==> src/rtl/instruction_fetch_unit.sv <==
// -----------------------------------------------------------------------------
// instruction_fetch_unit
// Fetch stage in front of the single-instruction datapath. It owns the PC,
// issues one instruction-ROM read per rom_select, and latches the returned word.
// When a read gets no rom_ack within TIMEOUT_CYCLES cycles, the unit enters a
// sticky ERROR state that only reset clears.
//
// Optional build macro: MISALIGN_TRAP_EN
//   defined   : a taken branch to a non-word-aligned target traps. The PC is
//               not updated, misaligned is set and held, and further fetches
//               are blocked.
//   undefined : the low two bits of the target are cleared. misaligned is
//               tied to 0.
//
// Ports
//   clk, reset      clock; synchronous active-high reset
//   rom_select      fetch request from control FSM
//   pc_write        PC update strobe from control FSM
//   branch_taken    select branch_target instead of pc+4 on pc_write
//   branch_target   branch/jump destination
//   rom_req         ROM read request, held until ack or timeout
//   rom_addr        ROM byte address captured at request time
//   rom_ack         ROM data valid pulse
//   rom_data        ROM read data
//   instruction     latched instruction word (NOP after reset/timeout)
//   pc              current program counter
//   pc_next         pc + 4 (combinational)
//   fetch_busy      a ROM read is outstanding
//   fetch_error     sticky ROM-timeout flag
//   misaligned      sticky misaligned-target flag
// -----------------------------------------------------------------------------
module instruction_fetch_unit #(
    parameter logic [31:0] RESET_PC       = 32'h0000_0000,
    parameter int unsigned TIMEOUT_CYCLES = 16
) (
    input  logic        clk,
    input  logic        reset,
    input  logic        rom_select,
    input  logic        pc_write,
    input  logic        branch_taken,
    input  logic [31:0] branch_target,
    output logic        rom_req,
    output logic [31:0] rom_addr,
    input  logic        rom_ack,
    input  logic [31:0] rom_data,
    output logic [31:0] instruction,
    output logic [31:0] pc,
    output logic [31:0] pc_next,
    output logic        fetch_busy,
    output logic        fetch_error,
    output logic        misaligned
);

    localparam int unsigned      CNT_W    = 8;
    localparam logic [31:0]      NOP      = 32'h0000_0013;
    localparam logic [CNT_W-1:0] CNT_LAST = CNT_W'(TIMEOUT_CYCLES - 1);

    typedef enum logic [1:0] {
        S_IDLE  = 2'd0,
        S_WAIT  = 2'd1,
        S_ERROR = 2'd2
    } state_t;

    state_t             r_state, w_state_nxt;
    logic               r_req, w_req_nxt;
    logic [31:0]        r_addr, w_addr_nxt;
    logic [31:0]        r_instr, w_instr_nxt;
    logic [31:0]        r_pc, w_pc_nxt;
    logic [CNT_W-1:0]   r_cnt, w_cnt_nxt;
    logic               r_err, w_err_nxt;
    logic               w_fetch_ok;
`ifdef MISALIGN_TRAP_EN
    logic               r_mis, w_mis_nxt;
    // A pending misalignment trap blocks new fetches
    assign w_fetch_ok = ~r_mis;
`else
    assign w_fetch_ok = 1'b1;
`endif

    // Next-state and next-value logic
    always_comb begin
        w_state_nxt = r_state;
        w_req_nxt   = r_req;
        w_addr_nxt  = r_addr;
        w_instr_nxt = r_instr;
        w_pc_nxt    = r_pc;
        w_cnt_nxt   = r_cnt;
        w_err_nxt   = r_err;
`ifdef MISALIGN_TRAP_EN
        w_mis_nxt   = r_mis;
`endif

        unique case (r_state)
            S_IDLE: begin
                if (rom_select && w_fetch_ok) begin
                    w_req_nxt   = 1'b1;
                    w_addr_nxt  = r_pc;
                    w_cnt_nxt   = '0;
                    w_state_nxt = S_WAIT;
                end
            end
            S_WAIT: begin
                if (rom_ack) begin
                    w_instr_nxt = rom_data;
                    w_req_nxt   = 1'b0;
                    w_state_nxt = S_IDLE;
                end else if (r_cnt == CNT_LAST) begin
                    w_instr_nxt = NOP;
                    w_req_nxt   = 1'b0;
                    w_err_nxt   = 1'b1;
                    w_state_nxt = S_ERROR;
                end else begin
                    w_cnt_nxt = r_cnt + CNT_W'(1);
                end
            end
            default: begin
                // ERROR is absorbing; everything stays frozen until reset
            end
        endcase

        // PC update is independent of the in-flight read because rom_addr is latched
        if (pc_write && (r_state != S_ERROR)) begin
            if (!branch_taken) begin
                w_pc_nxt = r_pc + 32'd4;
            end else begin
`ifdef MISALIGN_TRAP_EN
                if (branch_target[1:0] != 2'b00) begin
                    w_mis_nxt = 1'b1;
                end else begin
                    w_pc_nxt = branch_target;
                end
`else
                w_pc_nxt = branch_target & 32'hFFFF_FFFC;
`endif
            end
        end
    end

    // State and datapath registers
    always_ff @(posedge clk) begin
        if (reset) begin
            r_state <= S_IDLE;
            r_req   <= 1'b0;
            r_addr  <= RESET_PC;
            r_instr <= NOP;
            r_pc    <= RESET_PC;
            r_cnt   <= '0;
            r_err   <= 1'b0;
`ifdef MISALIGN_TRAP_EN
            r_mis   <= 1'b0;
`endif
        end else begin
            r_state <= w_state_nxt;
            r_req   <= w_req_nxt;
            r_addr  <= w_addr_nxt;
            r_instr <= w_instr_nxt;
            r_pc    <= w_pc_nxt;
            r_cnt   <= w_cnt_nxt;
            r_err   <= w_err_nxt;
`ifdef MISALIGN_TRAP_EN
            r_mis   <= w_mis_nxt;
`endif
        end
    end

    assign rom_req     = r_req;
    assign rom_addr    = r_addr;
    assign instruction = r_instr;
    assign pc          = r_pc;
    assign pc_next     = r_pc + 32'd4;
    assign fetch_busy  = (r_state == S_WAIT);
    assign fetch_error = r_err;
`ifdef MISALIGN_TRAP_EN
    assign misaligned  = r_mis;
`else
    assign misaligned  = 1'b0;
`endif

endmodule

==> config.mk <==
export PLATFORM = sky130hd
export DESIGN_NAME = instruction_fetch_unit
export DESIGN_NICKNAME = d
export VERILOG_FILES = /design/src/rtl/instruction_fetch_unit.sv
export SDC_FILE = /design/constraint.sdc
export NUM_CORES = 1
export LEC_CHECK = 0
export BUFFER_PORTS_ARGS = -buffer_cell sky130_fd_sc_hd__buf_2
export CAP_MARGIN = 25
export CORE_ASPECT_RATIO = 0.9
export CORE_MARGIN = 4
export CORE_UTILIZATION = 44
export CTS_CLUSTER_DIAMETER = 30
export DETAILED_ROUTE_END_ITERATION = 12
export PLACE_DENSITY = 0.79
export SYNTH_ARGS = -nofsm -noshare
export SYNTH_HDL_FRONTEND = slang
export SYNTH_SLANG_ARGS = --single-unit
export TNS_END_PERCENT = 50
==> constraint.sdc <==
create_clock -name clk -period 2.39 [get_ports clk]
set_clock_uncertainty 0.2 [all_clocks]
set_input_delay 0.239 -clock clk [delete_from_list [all_inputs] [get_ports clk]]
set_output_delay 0.239 -clock clk [all_outputs]
set_load 0.02 [all_outputs]
# Word level (Yosys, flattened, before mapping)
# Index checks and enable logic that the tools add are counted.
# W data, S select, Z words.
totals:
  reg_bits: 108
  elab_cells: 41
op_classes:
  add_sub_neg: 2
  n_eq_ne: 7
  n_bitwise: 1
  n_reduce_logical: 9
  mux: 15
op_table:
  columns: ["cell", "count"]
  rows:
  - ["$mux W32", 3]
  - ["$add A32 B3 Y32 const B", 1]
  - ["$mux W8", 3]
  - ["$pmux W8 S2", 1]
  - ["$add A8 B1 Y8 const B", 1]
  - ["$eq A8 B4 Y1 const B", 1]
  - ["$ne A2 B2 Y1 const B", 4]
  - ["$mux W2", 3]
  - ["$reduce_and A3 Y1", 2]
  - ["$pmux W2 S2", 1]
  - ["$reduce_and A2 Y1", 2]
  - ["$reduce_and A4 Y1", 1]
  - ["$reduce_bool A2 Y1", 2]
  - ["$mux W1", 3]
  - ["$ne A3 B2 Y1 const B", 1]
  - ["$eq A2 B1 Y1 const B", 1]
  - ["$logic_not A2 Y1", 1]
  - ["$pmux W1 S2", 1]
  - ["$logic_and A1 B1 Y1", 1]
  - ["$not A1 Y1", 1]

# Depth between registers and ports, before layout
depth:
  depth_word: 4
  ltp_mapped: 8
  mapped_depth_nobuf: 6

# Worst setup path before layout
# Ideal clock, no wire load.
synth_timing:
  path_type: "flip-flop to output port"
  startpoint: "register r_pc[10] (netlist: pc[10])"
  endpoint: "output pc_next[30]"
  arrival_time_ns: 2.254
  required_time_ns: 1.951
  path_buffers: 1
  slack_ns: -0.303
  path_stages_with_launch: 6
  cell_sequence: "dfxtp_1 -> buf_2 -> nand4_2 -> nor4_4 -> or4b_4 -> xnor2_1"
synth_between:
  elab_chain_cells: 1
synth_rtl:
  columns: ["element", "line_no", "text"]
  rows:
  - ["from (decl)", "68", "logic [31:0] r_pc, w_pc_nxt;"]
  - ["from (signal assigned)", "157", "r_pc <= w_pc_nxt;"]
  - ["$add A32 B3 Y32", "170", "assign pc_next = r_pc + 32'd4;"]
  - ["to (decl)", "48", "output logic [31:0] pc_next,"]
# Every way passes these cells.

# Worst setup path after layout
# Same ends and word-level chain as after synthesis.

==> results.txt <==
Cells with a size suffix above 1 make up 38.29% of the layout. At the worst endpoint, the required time is 1.95 ns. The routed wire length per instance came out at 16.20 um.

The largest area contributor in the synthesized netlist was dfxtp_1. The most common flop cell mapped by yosys was dfxtp_1. The fraction of post-synthesis cell area in the top cell type by area was 40.71%. For this configuration, the core starts out at a cell density of 45.90%. STA classifies the critical path endpoint as an output port.

The root buffer cell was clkbuf_16. The commonest cells after synthesis are dfxtp_1, nand2_1, nor2_1. The total power after layout was 4.033 mW. The post-CTS clock slew at the launch and capture registers of the worst setup and hold paths is 0.07 ns. Among all cell types in the netlist, the one instantiated most often is dfxtp_1. Final weighted congestion of routability-driven global placement: 0.8933.

The logs give 0.008695 ns for the final hold slack and 26.12 mm for the first-pass GRT wire length. Final critical delay including setup and external delays: 2.449 ns. The min-delay analysis places its worst path in the category primary input to flop. The final setup violation count is 5. TritonCTS built the clock tree. In this run the deepest clock path goes through 2 buffers. The setup check on the worst reg-to-reg path leaves a slack of 0.06 ns. For the placed cell count, the log shows 975. The number of enable-type register cells in the synthesized netlist is 0, and the total DRC errors in the routed layout is 0. The clock insertion delay at the later pin of the skew report is 0.34 ns. The startpoint identified for the worst register-to-register timing path is pc[2].

For this run, the number of Yosys warnings is 0. Once layout is complete, the utilization of the core stands at 68.48%. Global routing finished with a remaining overflow of 0. The element type at the critical path start is a flop. The leakage power was 3.507 nW; the post-detailed-placement half-perimeter wirelength was 11.70 mm. Setup repair after global routing could not meet its margin everywhere.

In this run the core area contains 36 standard-cell rows. The first routing iteration left 577 violations. After detailed routing, the total wire length is 17.08 mm. The number of antenna violations at the first check in global routing is 0. The number of nets with antenna violations after routing was 0.

Dividing total power by cell area gives a power density of 533.7 mW/mm2. The logs give 2.01 ns for the critical path arrival and -0.05927 ns for the setup slack of the critical path after layout. For the met2 layer wire length in the routed design, the log shows 8.381 mm. The number of cell instances on the worst register-to-register path is 7, and the final net count is 968. Across every metal layer, demand over resource in global routing totals 24.34%. The instance count along the most critical hold path is 3, and the number of hold-slack violations in the final timing report is 0. Summed over all failing endpoints, the final setup total negative slack is -0.1417 ns. The final cell area excluding filler cells is 0.007557 mm2, and the biggest fanout along the worst timing path is 2.

The synthesized design contains 103 register bits. Fill cells in the final layout number 895. At the pin with the least slew margin, the transition time is 0.6685 ns.

Post-place instance area: 0.006460 mm2. Counting every sink on the clock net gives 103. After synthesis, the cell types taking the most area are dfxtp_1, nand2_1, a22oi_1, nor2_1, a21oi_1. The endpoint identified for the worst register-to-register timing path is pc[26]. From left edge to right edge, the die measures 121.1 um.

In this run the tightest slew margin relative to its limit is 55.32%. During placement, the flow inserted port buffers numbering 192. In this run the top signal layer used is met4. The run gives 0 as the number of slew-limit violations in the final report. Max-cap violation count: 0.

Entering global routing, the biggest net connects 43 pins. Dividing the synthesized area by the synthesized cell count gives 8.027 um2. The via count of the first global-routing pass is 5253, and the post-synth design cell area is 0.005065 mm2.

The CTS buffer count was 9; the final cycle utilization of the critical path was 102.5%. The logs give 6 for the count of TritonRoute iterations in the first routing pass and 0.002085 mm2 for the register area. The flow ran to the end, but the final reports show violations. The final reports fail on negative setup slack. The run gives 1054 as the final instance count without filler cells. The worst setup path is of the flop to output port kind. The area growth from synthesis to layout is 49.21%, and the die footprint is 0.01329 mm2.

The tools report the core area as 0.01104 mm2. The post-synthesis instance total came out at 631. The length of routed met3 wiring was 1.231 mm; the share of synthesized area occupied by flip-flops and latches was 40.71%. The multi-input combinational cells in the finished layout cover a total of 0.002919 mm2. Timing would allow up to 408.3 MHz. Yosys mapped the design onto 56 distinct sky130hd cell types. Dividing the detail-routed via count by the number of cells gives 5.380. VDD sags by at most 442.1 uV.

202 I/O pins were placed. For this run, asynchronously set or reset flops after synthesis account for 0%. The routed layout has 5670 vias. The floorplan step set the die height to 109.8 um. The worst hold path begins at branch_target[6].

The H-tree depth reported by CTS came out at 3. The met1 wire length was 7.024 mm. The path with the worst hold slack has its endpoint at pc[6].

OpenSTA, run right after detailed placement, puts the worst setup slack at 0.05042 ns.
-- placed cells by master, fill, tap and decap left out, drive strengths merged, types with 4 or more instances in the layout --
cell type / n
a22o: 5
a31oi: 10
a22oi: 40
nor2: 71
nand2b: 7
xnor2: 21
mux2i: 6
a21oi: 47
xor2: 12
or4: 4
nand2: 88
clkbuf: 12
conb: 7
nor3: 10
and3: 7
and4: 9
clkinv: 4
buf: 273
o21ai: 20
inv: 10
nor4: 5
nand3: 27
dlygate4sd3: 37
a211oi: 10
nand4: 13
nor2b: 9
dfxtp: 103
-- cells by family (layout without fill, tap and decap cells) --
group	count (synthesis)	count (layout)	share of synthesized area (%)
simple gates	261	261	26.09
compound gates	151	151	19.27
flops	103	103	40.71
buf+inv	72	336	6.027
xor+xnor	33	33	5.707
mux	8	8	1.630
fa+ha+maj	2	2	0.4940
other cells	1	8	0.07404
-- cell type report --
cell class                      count  area share, %
Antenna cell                        1        0.03311
Clock buffer                       12          3.526
Clock inverter                      4         0.3642
Inverter                           10         0.4967
Multi-Input combinational cell    462          38.63
Sequential cell                   103          27.58
Tap cell                          152          2.517
Timing Repair Buffer              310          26.85
-- critical path: stages, from the launching register on --
cell,delay [ns]
dfxtp_2,0.36
nand4_4,0.12
nor4_4,0.36
or4b_4,0.56
xnor2_4,0.15
buf_6,0.13
-- timing repair --
item | 4_1_cts | 5_1_grt
pin swaps | 8 | 16
endpoints found under the hold margin | 36 | 1
hold buffers | 36 | 1
resized for setup | 25 | 40
setup endpoints to repair | 15 | 21
buffers inserted | 10 | 15
-- how the worst max path moves through the flow --
stage	startpoint	to	slack, ns	cells past startpoint
floorplan	pc[7]	pc_next[30]	-0.04	4
detailed placement	pc[3]	pc_next[27]	0.05	7
finish	pc[10]	pc_next[30]	-0.06	5
CTS	pc[3]	pc_next[30]	-0.15	6
global placement	pc[2]	pc_next[30]	0.12	6
global route	pc[3]	pc_next[27]	-0.17	8
-- power by group --
group / switching, mW / leakage [nW] / internal, mW
Sequential: 0.0528 / 0.844 / 1.78
Combinational: 0.444 / 2.51 / 0.318
Clock: 0.643 / 0.149 / 0.795
-- registers in the layout, indices dropped and copies added, names as in the netlist --
signal       count
r_state          2
instruction     32
rom_addr        30
r_cnt            8
fetch_error      1
pc              30
-- routing by layer --
metal | vias up | global-route usage (%)
met2 | 251 | 39.71
li1 | 2732 | -
met1 | 2647 | 32.00
met3 | 40 | 5.864
met5 | - | 0
met4 | 0 | 7.605
Note: power is estimated with default switching activity, not from simulation.
